## src/rtl/hamming_pkg.sv

```systemverilog
// Shared Hamming(7,4) definitions: widths, bit placement and the encode function.
// Positions follow the decoder's 1-based syndrome convention (bit index = position - 1).
package hamming_pkg;

  localparam int HAMM_DATA_W = 4;
  localparam int HAMM_CW_W   = 7;

  localparam int POS_D0 = 2;
  localparam int POS_D1 = 4;
  localparam int POS_D2 = 5;
  localparam int POS_D3 = 6;

  localparam int POS_P1 = 0;
  localparam int POS_P2 = 1;
  localparam int POS_P4 = 3;

  typedef logic [HAMM_CW_W-1:0]   hamm_cw_t;
  typedef logic [HAMM_DATA_W-1:0] hamm_data_t;

  function automatic hamm_cw_t hamm_encode(input hamm_data_t nibble);
    hamm_cw_t cw;
    cw         = '0;
    cw[POS_D0] = nibble[0];
    cw[POS_D1] = nibble[1];
    cw[POS_D2] = nibble[2];
    cw[POS_D3] = nibble[3];
    cw[POS_P1] = nibble[0] ^ nibble[1] ^ nibble[3];
    cw[POS_P2] = nibble[0] ^ nibble[2] ^ nibble[3];
    cw[POS_P4] = nibble[1] ^ nibble[2] ^ nibble[3];
    return cw;
  endfunction

endpackage

```

## src/rtl/hamming_fifo2.sv

```systemverilog
// Two-entry codeword FIFO; the head reads as zero whenever the FIFO is empty.
module hamming_fifo2
  import hamming_pkg::*;
(
  input  logic     clk,
  input  logic     rst_n,
  input  logic     push,
  input  logic     pop,
  input  hamm_cw_t wr_data,
  output hamm_cw_t rd_data,
  output logic     full,
  output logic     empty
);

  hamm_cw_t   mem [2];
  logic       wr_ptr;
  logic       rd_ptr;
  logic [1:0] count;
  logic       do_push;
  logic       do_pop;

  assign full    = (count == 2'd2);
  assign empty   = (count == 2'd0);
  assign do_push = push && !full;
  assign do_pop  = pop && !empty;
  assign rd_data = empty ? '0 : mem[rd_ptr];

  always_ff @(posedge clk or negedge rst_n) begin
    if (!rst_n) begin
      wr_ptr <= 1'b0;
      rd_ptr <= 1'b0;
      count  <= 2'd0;
    end else begin
      if (do_push) wr_ptr <= !wr_ptr;
      if (do_pop)  rd_ptr <= !rd_ptr;
      case ({do_push, do_pop})
        2'b10:   count <= count + 2'd1;
        2'b01:   count <= count - 2'd1;
        default: count <= count;
      endcase
    end
  end

  // Storage needs no reset: stale entries are hidden by the empty gating above.
  always_ff @(posedge clk) begin
    if (do_push) mem[wr_ptr] <= wr_data;
  end

endmodule

```

## src/rtl/hamming_encode_tx.sv

```systemverilog
// Hamming(7,4) transmit stage: encode accepted nibbles, buffer in a 2-deep FIFO, count deliveries.
// Optional HAMM_ERR_INJECT_EN adds err_en/err_pos to flip one codeword bit at accept time.
module hamming_encode_tx
  import hamming_pkg::*;
#(
  parameter int CNT_W = 8
) (
  input  logic             clk,
  input  logic             rst_n,
  input  logic             in_valid,
  output logic             in_ready,
  input  logic [3:0]       d_in,
`ifdef HAMM_ERR_INJECT_EN
  input  logic             err_en,
  input  logic [2:0]       err_pos,
`endif
  output logic             out_valid,
  input  logic             out_ready,
  output logic [6:0]       d_hamm,
  output logic [CNT_W-1:0] cw_count
);

  logic     rdy_en;
  logic     full;
  logic     empty;
  logic     push;
  logic     pop;
  hamm_cw_t wr_cw;

  // Keeps in_ready low through reset and until the first edge afterwards.
  always_ff @(posedge clk or negedge rst_n) begin
    if (!rst_n) rdy_en <= 1'b0;
    else        rdy_en <= 1'b1;
  end

  assign in_ready  = rdy_en && !full;
  assign out_valid = !empty;
  assign push      = in_valid && in_ready;
  assign pop       = out_valid && out_ready;

  always_comb begin
    wr_cw = hamm_encode(d_in);
`ifdef HAMM_ERR_INJECT_EN
    if (err_en && (err_pos != 3'd0)) wr_cw[err_pos - 3'd1] = ~wr_cw[err_pos - 3'd1];
`endif
  end

  hamming_fifo2 u_fifo (
    .clk     (clk),
    .rst_n   (rst_n),
    .push    (push),
    .pop     (pop),
    .wr_data (wr_cw),
    .rd_data (d_hamm),
    .full    (full),
    .empty   (empty)
  );

  always_ff @(posedge clk or negedge rst_n) begin
    if (!rst_n)   cw_count <= '0;
    else if (pop) cw_count <= cw_count + 1'b1;
  end

endmodule
```

## config.mk

```make
export PLATFORM = sky130hd
export DESIGN_NAME = hamming_encode_tx
export DESIGN_NICKNAME = d
export VERILOG_FILES = /design/src/rtl/hamming_pkg.sv /design/src/rtl/hamming_fifo2.sv /design/src/rtl/hamming_encode_tx.sv
export SDC_FILE = /design/constraint.sdc
export NUM_CORES = 1
export LEC_CHECK = 0
export CAP_MARGIN = 10
export CORE_ASPECT_RATIO = 0.7
export CORE_UTILIZATION = 40
export CTS_BUF_LIST = sky130_fd_sc_hd__clkbuf_2 sky130_fd_sc_hd__clkbuf_4 sky130_fd_sc_hd__clkbuf_8
export CTS_CLUSTER_SIZE = 8
export DETAILED_ROUTE_END_ITERATION = 12
export PLACE_DENSITY = 0.65
export SLEW_MARGIN = 20
export SYNTH_ARGS = -nofsm -noshare
export SYNTH_HDL_FRONTEND = slang
export SYNTH_SLANG_ARGS = --single-unit
```

## constraint.sdc

```tcl
create_clock -name clk -period 2.81 [get_ports clk]
set_clock_uncertainty 0.1 [all_clocks]
set_input_delay 0.562 -clock clk [delete_from_list [all_inputs] [get_ports clk]]
set_output_delay 0.562 -clock clk [all_outputs]
set_load 0.05 [all_outputs]
```

After elaboration in Yosys (flattened, before gate mapping)
Memories as Yosys holds them, arrays and structs flattened. Cells that the tools add are included.

Add/subtract/negate cells: 3. Eq/ne operators: 3. Muxes and demuxes: 4. Bitwise gates (word level): 6. Reduce and logical (&&, ||, !) cells: 11.

Operator list (count): adder 8 x 1 -> 8 bit, second input constant (1); 2-to-1 mux 7 bit (1); bitwise XOR 1 bit (6); logical AND 1 bit (5); == test 2 bit, second input constant (2); zero test 1 bit (4); one-hot mux 2 bit (2 select lines) (1); adder 2 x 1 -> 2 bit, second input constant (1); == test 2 x 1 -> 1 bit, second input constant (1); zero test 2 bit (1); 2-to-1 mux 1 bit (2); nonzero test 2 bit (1); subtractor 2 x 1 -> 2 bit, second input constant (1).

Register bits: 13. Bits in writable memories: 14. Input bits: 8. Memories: 1.

Memory list: u_fifo.mem (depth 2, width 7, rd ports 1, clocked after memory_dff 0, wr ports 1, line hamming_fifo2.sv:15) `hamm_cw_t mem [2];`.

Logic depth before layout (Yosys ltp)
Gate-level depths: netlist (run 1).

Depth in word-level cells: 7. Depth in mapped cells: 7. Gate-level depth less buffers: 6.

Cells and area by module
From an unflattened synthesis (run 1), not the netlist that was laid out.

Cell total of the unflattened synthesis: 85. Area total of the unflattened synthesis: 1164.9 µm².

Modules (own cells, without submodules): hamming_fifo2 (instances 1, cells each 47, area each 720.7 µm²); hamming_encode_tx (instances 1, cells each 38, area each 444.2 µm²).

Least setup slack after synthesis (run 1)
Ideal clock, no wire load.

Path kind: register -> output. Start: register u_fifo.rd_ptr. End: output port d_hamm[0]. Arrival: 1.295 ns. Slack: 0.853 ns. Stages on the path, launching flop included: 4. Buffers on the path: 1. Cell sequence: dfrtp_1 > buf_2 > mux2i_1 > nor2_1.

Word-level cells in the longest chain between the ends: 2.

RTL lines: start: declaration (line hamming_fifo2.sv:17) `logic rd_ptr;`; start signal: assignment (line hamming_fifo2.sv:35) `if (do_pop) rd_ptr <= !rd_ptr;`; memory (2 x 7 bit); 2-to-1 mux 7 bit (line hamming_fifo2.sv:26) `assign rd_data = empty ? '0 : mem[rd_ptr];`; end: declaration (line hamming_encode_tx.sv:19) `output logic [6:0] d_hamm,`.

No other way between the ends.

Worst setup path in the final report (run 1)
Start: register u_fifo.count[0]. End: output port d_hamm[3].

Word-level cells in the longest chain between the ends: 2.

RTL lines: start: declaration (line hamming_fifo2.sv:18) `logic [1:0] count;`; start signal: assignment (line hamming_fifo2.sv:37) `2'b10: count <= count + 2'd1;`; start signal: assignment (line hamming_fifo2.sv:38) `2'b01: count <= count - 2'd1;`; start signal: assignment (line hamming_fifo2.sv:39) `default: count <= count;`; zero test 2 bit (line hamming_fifo2.sv:23) `assign empty = (count == 2'd0);`; 2-to-1 mux 7 bit (line hamming_fifo2.sv:26).

No other way between the ends.

==> metrics.txt, run 1 <==
status finished, final reports clean; Max Clk Rate 382 MHz; Clock Root Buffer clkbuf_8; Met3 Routed Length about 56 um; Rows 15; HP Class reg2reg; Worst EP arrival 1.96 ns; met1 WL about 980 um; Num CTS Buffers 3; setup repair bufs after CTS 0; largest stage delay on the critical path 0.80 ns; post-synthesis cell area 1160 sq um; CTS tree yes; GR Overflow Total 0; Final Hold Vio Count 0; most frequent cells in the layout clkdlybuf4s50_1, xnor2_1, edfxtp_1; Period minus WS final 2.62 ns; # hold bufs at CTS 0; FF-to-FF Start u_fifo.count[1]$_DFFE_PN0P_; Critical Path Stages 4; initial drt markers 14; Required @ worst endpoint around 2.2 ns; Worst Hold End cw_count[7]$_DFFE_PN0P_; sequential share of the synthesized area between 60% and 70%; die width 66.4 um; CTS resizes 0; Max VDD drop 0.519 mV; clock sink count 27; flop-to-flop setup slack 1.14 ns; Avg WL per Cell 12.8 um; commonest non-fill, non-tap cell in the layout clkdlybuf4s50_1; WL final 1.86 mm; Pre-antenna DRT Iters 4; Fin Hold WS 0.375 ns; critical path cell sequence nor2_1 -> buf_4 -> nor2_1 -> clkdlybuf4s50_1; reg2reg end u_fifo.mem[0][6]$_DFFE_PP_; Top-Level Pins 25; flops & latches, synth 27; fin crit share 93.2%; CP dominant cell by count nor2_1; vias per inst between 4 and 5; Highest Signal Layer met4; total track usage roughly 15%; met2 wire len 805 um; via count 680; n_diodes 0; pin count of the biggest net entering global routing 16; Remaining DRCs 0; kind of start point of the critical path flip-flop; hold path depth 1; initial antenna violation count 0; CP max stage cell clkdlybuf4s50_1; PD cells 1180 nW/um^2; dpl ws 0.490 ns; core footprint approximately 2600 sq um; die area 3130 sq um; unrepaired setup endpoints after global routing no; post-route ant nets 0; H-tree lvl count 1; Synth-to-Final Area Change 27.6%; Final #Nets 122; CP Class reg2out; Final setup viols 0; layout cells sized above 1 7.21%; max-cap violation count 0; crit-path max FO 8; Mapped Cells 84; Setup crit end kind output pin; first-pass GRT wire length 3.13 mm; Worst-path clk slew 0.09 ns; Crit path buffers/inverters 2; Worst Tran Pin Value 0.640 ns; synth unique cells 19; Worst Hold Launch cw_count[7]$_DFFE_PN0P_; CTS max path bufs 2; I/O Buffers 24; Syn Area/Cell 13.8 sq um; Leak Pwr 0.590 nW; Max Slew Vio Count 0; vias in the first global route 653; CP top delay family buffers and inverters; HPWL Detailed 1.37 mm; Ys Warns 0; RePlAce Congestion 0.778; setup ws final 0.191 ns; worst r2r path cells 3; Worst slew margin between 50 and 60%; Mapped Nets between 90 and 100; die height 47.1 um; initial core utilization 44.6%; fill cell count 218; clock latency on the worst-skew pair 0.27 ns; Setup TNS 0 ns
## synth_stat cells (all sizes together)
cell type	n	area share [%]
buf	2	1.4
ha	2	2.2
nand4	4	2.2
edfxtp	14	36
mux2i	7	6.0
and4	1	0.75
dfrtp	13	28
nand2	4	1.3
o211ai	1	1.1
o21a	1	0.65
nor2	10	3.2
xor2	1	0.75
and3	3	1.6
xnor2	16	12
inv	3	0.97
o21ai	1	1.4
conb	1	0.32
## cell type report
cell class | instances | area (sq um) | share of cell area (%)
Clock buffer | 3 | 41.3 | 2.78
Tap cell | 34 | 42.5 | 2.87
Clock inverter | 1 | 5.00 | 0.338
Inverter | 3 | 11.3 | 0.759
Timing Repair Buffer | 25 | 248 | 16.7
Sequential cell | 27 | 746 | 50.3
Multi-Input combinational cell | 52 | 389 | 26.2
## where the power goes
part / leakage [nW] / switching (W) / internal [W]
clock: 0.0255 / 0.000113 / 0.0000992
sequential: 0.288 / 0.000123 / 0.000521
combinational: 0.276 / 0.000561 / 0.000334
total: 0.590 / 0.000797 / 0.000955
## logic make-up after synthesis
group / count (synthesis) / synth area share (%)
compound gates: 3 / 3.12
xor+xnor: 17 / 12.8
fa+ha+maj: 2 / 2.15
buf+inv: 5 / 2.37
flops: 27 / 64.2
mux: 7 / 6.03
other cells: 1 / 0.323
simple gates: 22 / 9.04
## flip-flops by register name (all words and copies together), names as in the netlist
register and flops:
cw_count 8, rdy_en 1, u_fifo.count 2, u_fifo.mem 14
u_fifo.rd_ptr 1, u_fifo.wr_ptr 1
## worst max path at each step
stage | from | endpoint | slack (ns)
after floorplan | u_fifo.rd_ptr$_DFFE_PN0P_ | d_hamm[0] | 0.85
after global placement | u_fifo.count[0]$_DFFE_PN0P_ | d_hamm[5] | 0.52
after detailed placement | u_fifo.rd_ptr$_DFFE_PN0P_ | d_hamm[3] | 0.49
after CTS | u_fifo.rd_ptr$_DFFE_PN0P_ | d_hamm[3] | 0.19
after global routing | u_fifo.rd_ptr$_DFFE_PN0P_ | d_hamm[3] | 0.07
final | u_fifo.count[0]$_DFFE_PN0P_ | d_hamm[3] | 0.19
## worst register-to-register path: cells and delay by family (launching register included)
family	cells	cell delay (ns)
AND/OR/NAND/NOR	1	0.52
flip-flops	1	0.42
buffers and inverters	1	0.14
AO/OA/AOI/OAI	1	0.14
## stage by stage
| step | utilization, % | std cells | cell area, sq um | total power [W] |
|---|---|---|---|---|
| floorplan | - | 84 | 1160 | 0.00128 |
| global placement | 55.1 | 141 | 1440 | 0.00154 |
| detailed placement | 55.1 | 141 | 1440 | 0.00155 |
| CTS | 56.8 | 145 | 1480 | 0.00176 |
| global route | 56.8 | 145 | 1480 | 0.00185 |
| finish | 56.8 | 145 | 1480 | 0.00175 |
## per-layer routing
metal  GRT usage (%)  vias to the layer above
met3            4.37                        2
met2            21.8                       10
met5               0                        -
met1            21.1                      326
li1                -                      342
met4            3.83                        0
Power figures use the tool's default switching activity.
==> inputs of run 2 (changes only) <==
--- a/config.mk
+++ b/config.mk
@@ -7,11 +7,11 @@
 export LEC_CHECK = 0
 export CAP_MARGIN = 10
 export CORE_ASPECT_RATIO = 0.7
-export CORE_UTILIZATION = 40
+export CORE_UTILIZATION = 50
 export CTS_BUF_LIST = sky130_fd_sc_hd__clkbuf_2 sky130_fd_sc_hd__clkbuf_4 sky130_fd_sc_hd__clkbuf_8
 export CTS_CLUSTER_SIZE = 8
 export DETAILED_ROUTE_END_ITERATION = 12
-export PLACE_DENSITY = 0.65
+export PLACE_DENSITY = 0.91
 export SLEW_MARGIN = 20
 export SYNTH_ARGS = -nofsm -noshare
 export SYNTH_HDL_FRONTEND = slang
==> metrics.txt, run 2 (synthesized netlist as in run 1, its figures left out) <==
RePlAce Congestion 0.826 (+6.2%); Setup crit end kind output pin; Final Hold Vio Count 0 (unchanged); Worst-path clk slew 0.15 ns (+0.06 ns); Largest register FFs 14 (unchanged); Worst EP arrival 2.08 ns (+0.12 ns); Layout Cells excl Fill 142 (-2.1%); vias per inst 4.87 (+3.9%); clock latency on the worst-skew pair 0.33 ns (+0.06 ns); Pre-antenna DRT Iters 4 (unchanged); GR Overflow Total 0 (unchanged); Comb pwr share 52.3% (+1.2 points); CTS tree yes; Max VDD drop 0.572 mV (+10%); most frequent cells in the layout clkdlybuf4s50_1, xnor2_1, edfxtp_1; I/O Buffers 24 (unchanged); Remaining DRCs 0 (unchanged); n_diodes 0 (unchanged); total track usage 18.0% (+3.3 points); PD cells 1170 nW/um^2 (-0.79%); status finished, final reports clean; sw power 0.000812 W (+1.9%); die area 2520 sq um (-19%); pin count of the biggest net entering global routing 17 (+1); Cell Count Post-Placement 138 (-2.1%); initial antenna violation count 0 (unchanged); fin crit share 97.4% (+4.2 points); initial core utilization 53.5% (+9.0 points); first-pass GRT wire length 3.18 mm (+1.8%); Num CTS Buffers 3 (unchanged); HP Class reg2reg; CTS max path bufs 2 (unchanged); Avg WL per Cell 13.9 um (+8.2%); Top reg by flops u_fifo.mem; kind of start point of the critical path flip-flop; post-route ant nets 0 (unchanged); clock sink count 27 (unchanged); H-tree lvl count 1 (unchanged); Final #Nets 121 (-0.82%); die height 42.3 um (-10%); setup repair bufs after CTS 0 (unchanged); core footprint 2170 sq um (-17%); Max Clk Rate 365 MHz (-4.3%); Setup TNS 0 ns (unchanged); Top-Level Pins 25 (unchanged); Synth-to-Final Area Change 25.7%; biggest regs u_fifo.mem: 14 flops, cw_count: 8 flops, u_fifo.count: 2 flops; via count 692 (+1.8%); layout cells sized above 1 7.27% (+0.066 points); Required @ worst endpoint 2.15 ns (about the same); clock power share 10.0% (-2.1 points); CP Class reg2out; max-cap violation count 0 (unchanged); sequential share of power 37.7% (+0.9 points); Rows 14 (-1); switching share of total power 47.4% (+1.9 points); crit-path max FO 8 (unchanged); Worst slew margin 54.6% (-2.5 points); commonest non-fill, non-tap cell in the layout clkdlybuf4s50_1; die width 59.6 um (-10%); Clock Root Buffer clkbuf_4; Worst Tran Pin Value 0.678 ns (+0.0381 ns); initial drt markers 16 (+2); Final setup viols 0 (unchanged); Max Slew Vio Count 0 (unchanged); fill cell count 162 (-26%); post-layout util 67.3% (+10 points); vias in the first global route 652 (-0.15%); Period minus WS final 2.74 ns (+0.119 ns); WL final 1.97 mm (+6.0%); Internal Power 0.000901 W (-5.6%); unrepaired setup endpoints after global routing no; HPWL Detailed 1.42 mm (+3.5%); Leak Pwr 0.584 nW (-0.88%)
## run 2: area by class of cell
| class | instances | area [sq um] | area share, % |
|---|---|---|---|
| Sequential cell | 27 | 746 | 51.0 |
| Multi-Input combinational cell | 52 | 392 | 26.8 |
| Timing Repair Buffer | 24 | 243 | 16.6 |
| Tap cell | 32 | 40.0 | 2.74 |
| Clock buffer | 3 | 22.5 | 1.54 |
| Inverter | 3 | 11.3 | 0.771 |
| Clock inverter | 1 | 7.51 | 0.514 |
## run 2: metal layers
layer  global-route usage [%]  part of all wire [%]  wire length, um
met1                     26.0                    48              947
met4                     5.58                     0                0
met3                     5.56                   3.2               63
met2                     26.1                    49              958
met5                        0                     0                0
## run 2: power groups by stage
| stage | logic [W] | registers [W] | clock network (W) |
|---|---|---|---|
| floorplan | 0.000547 | 0.000732 | 0 |
| finish | 0.000896 | 0.000646 | 0.000171 |
| global placement | 0.000876 | 0.000645 | 0 |
| global route | 0.000945 | 0.000659 | 0.000190 |
| CTS | 0.000906 | 0.000645 | 0.000175 |
| detailed placement | 0.000899 | 0.000651 | 0 |
## run 2: final timing paths
check | startpoint | to | slack (ns) | cells past startpoint
worst max-delay path | u_fifo.rd_ptr$_DFFE_PN0P_ | d_hamm[2] | 0.07 | 3
worst min-delay path | cw_count[7]$_DFFE_PN0P_ | cw_count[7]$_DFFE_PN0P_ | 0.39 | 1
worst max register to register | u_fifo.count[1]$_DFFE_PN0P_ | u_fifo.mem[0][4]$_DFFE_PP_ | 1.09 | 3
worst min register to register | cw_count[7]$_DFFE_PN0P_ | cw_count[7]$_DFFE_PN0P_ | 0.39 | 1
max in group asynchronous | rst_n | u_fifo.count[1]$_DFFE_PN0P_ | 1.76 | 1
min in group asynchronous | rst_n | cw_count[5]$_DFFE_PN0P_ | 0.47 | 1
## run 2: critical path, cell delays in order, from the launching register on
cell and delay [ns]:
dfrtp_1 0.65, mux2i_1 0.15, nor2_1 0.12, clkdlybuf4s50_1 0.82
## run 2: through the flow
step | instance area [sq um] | hold slack, ns | worst slack (ns) | total power, W
after CTS | 1460 | 0.388 | 0.0480 | 0.00173
final | 1460 | 0.386 | 0.0721 | 0.00171
after global routing | 1460 | 0.406 | 0.0120 | 0.00179
after floorplan | 1160 | 0.166 | 0.853 | 0.00128
after global placement | 1430 | 0.356 | 0.457 | 0.00152
after detailed placement | 1430 | 0.365 | 0.359 | 0.00155
## run 2: what timing repair did
action,4_1_cts,5_1_grt
hold buffers,0,0
resized for setup,1,1
setup endpoints to repair,7,1
pin swaps,0,0
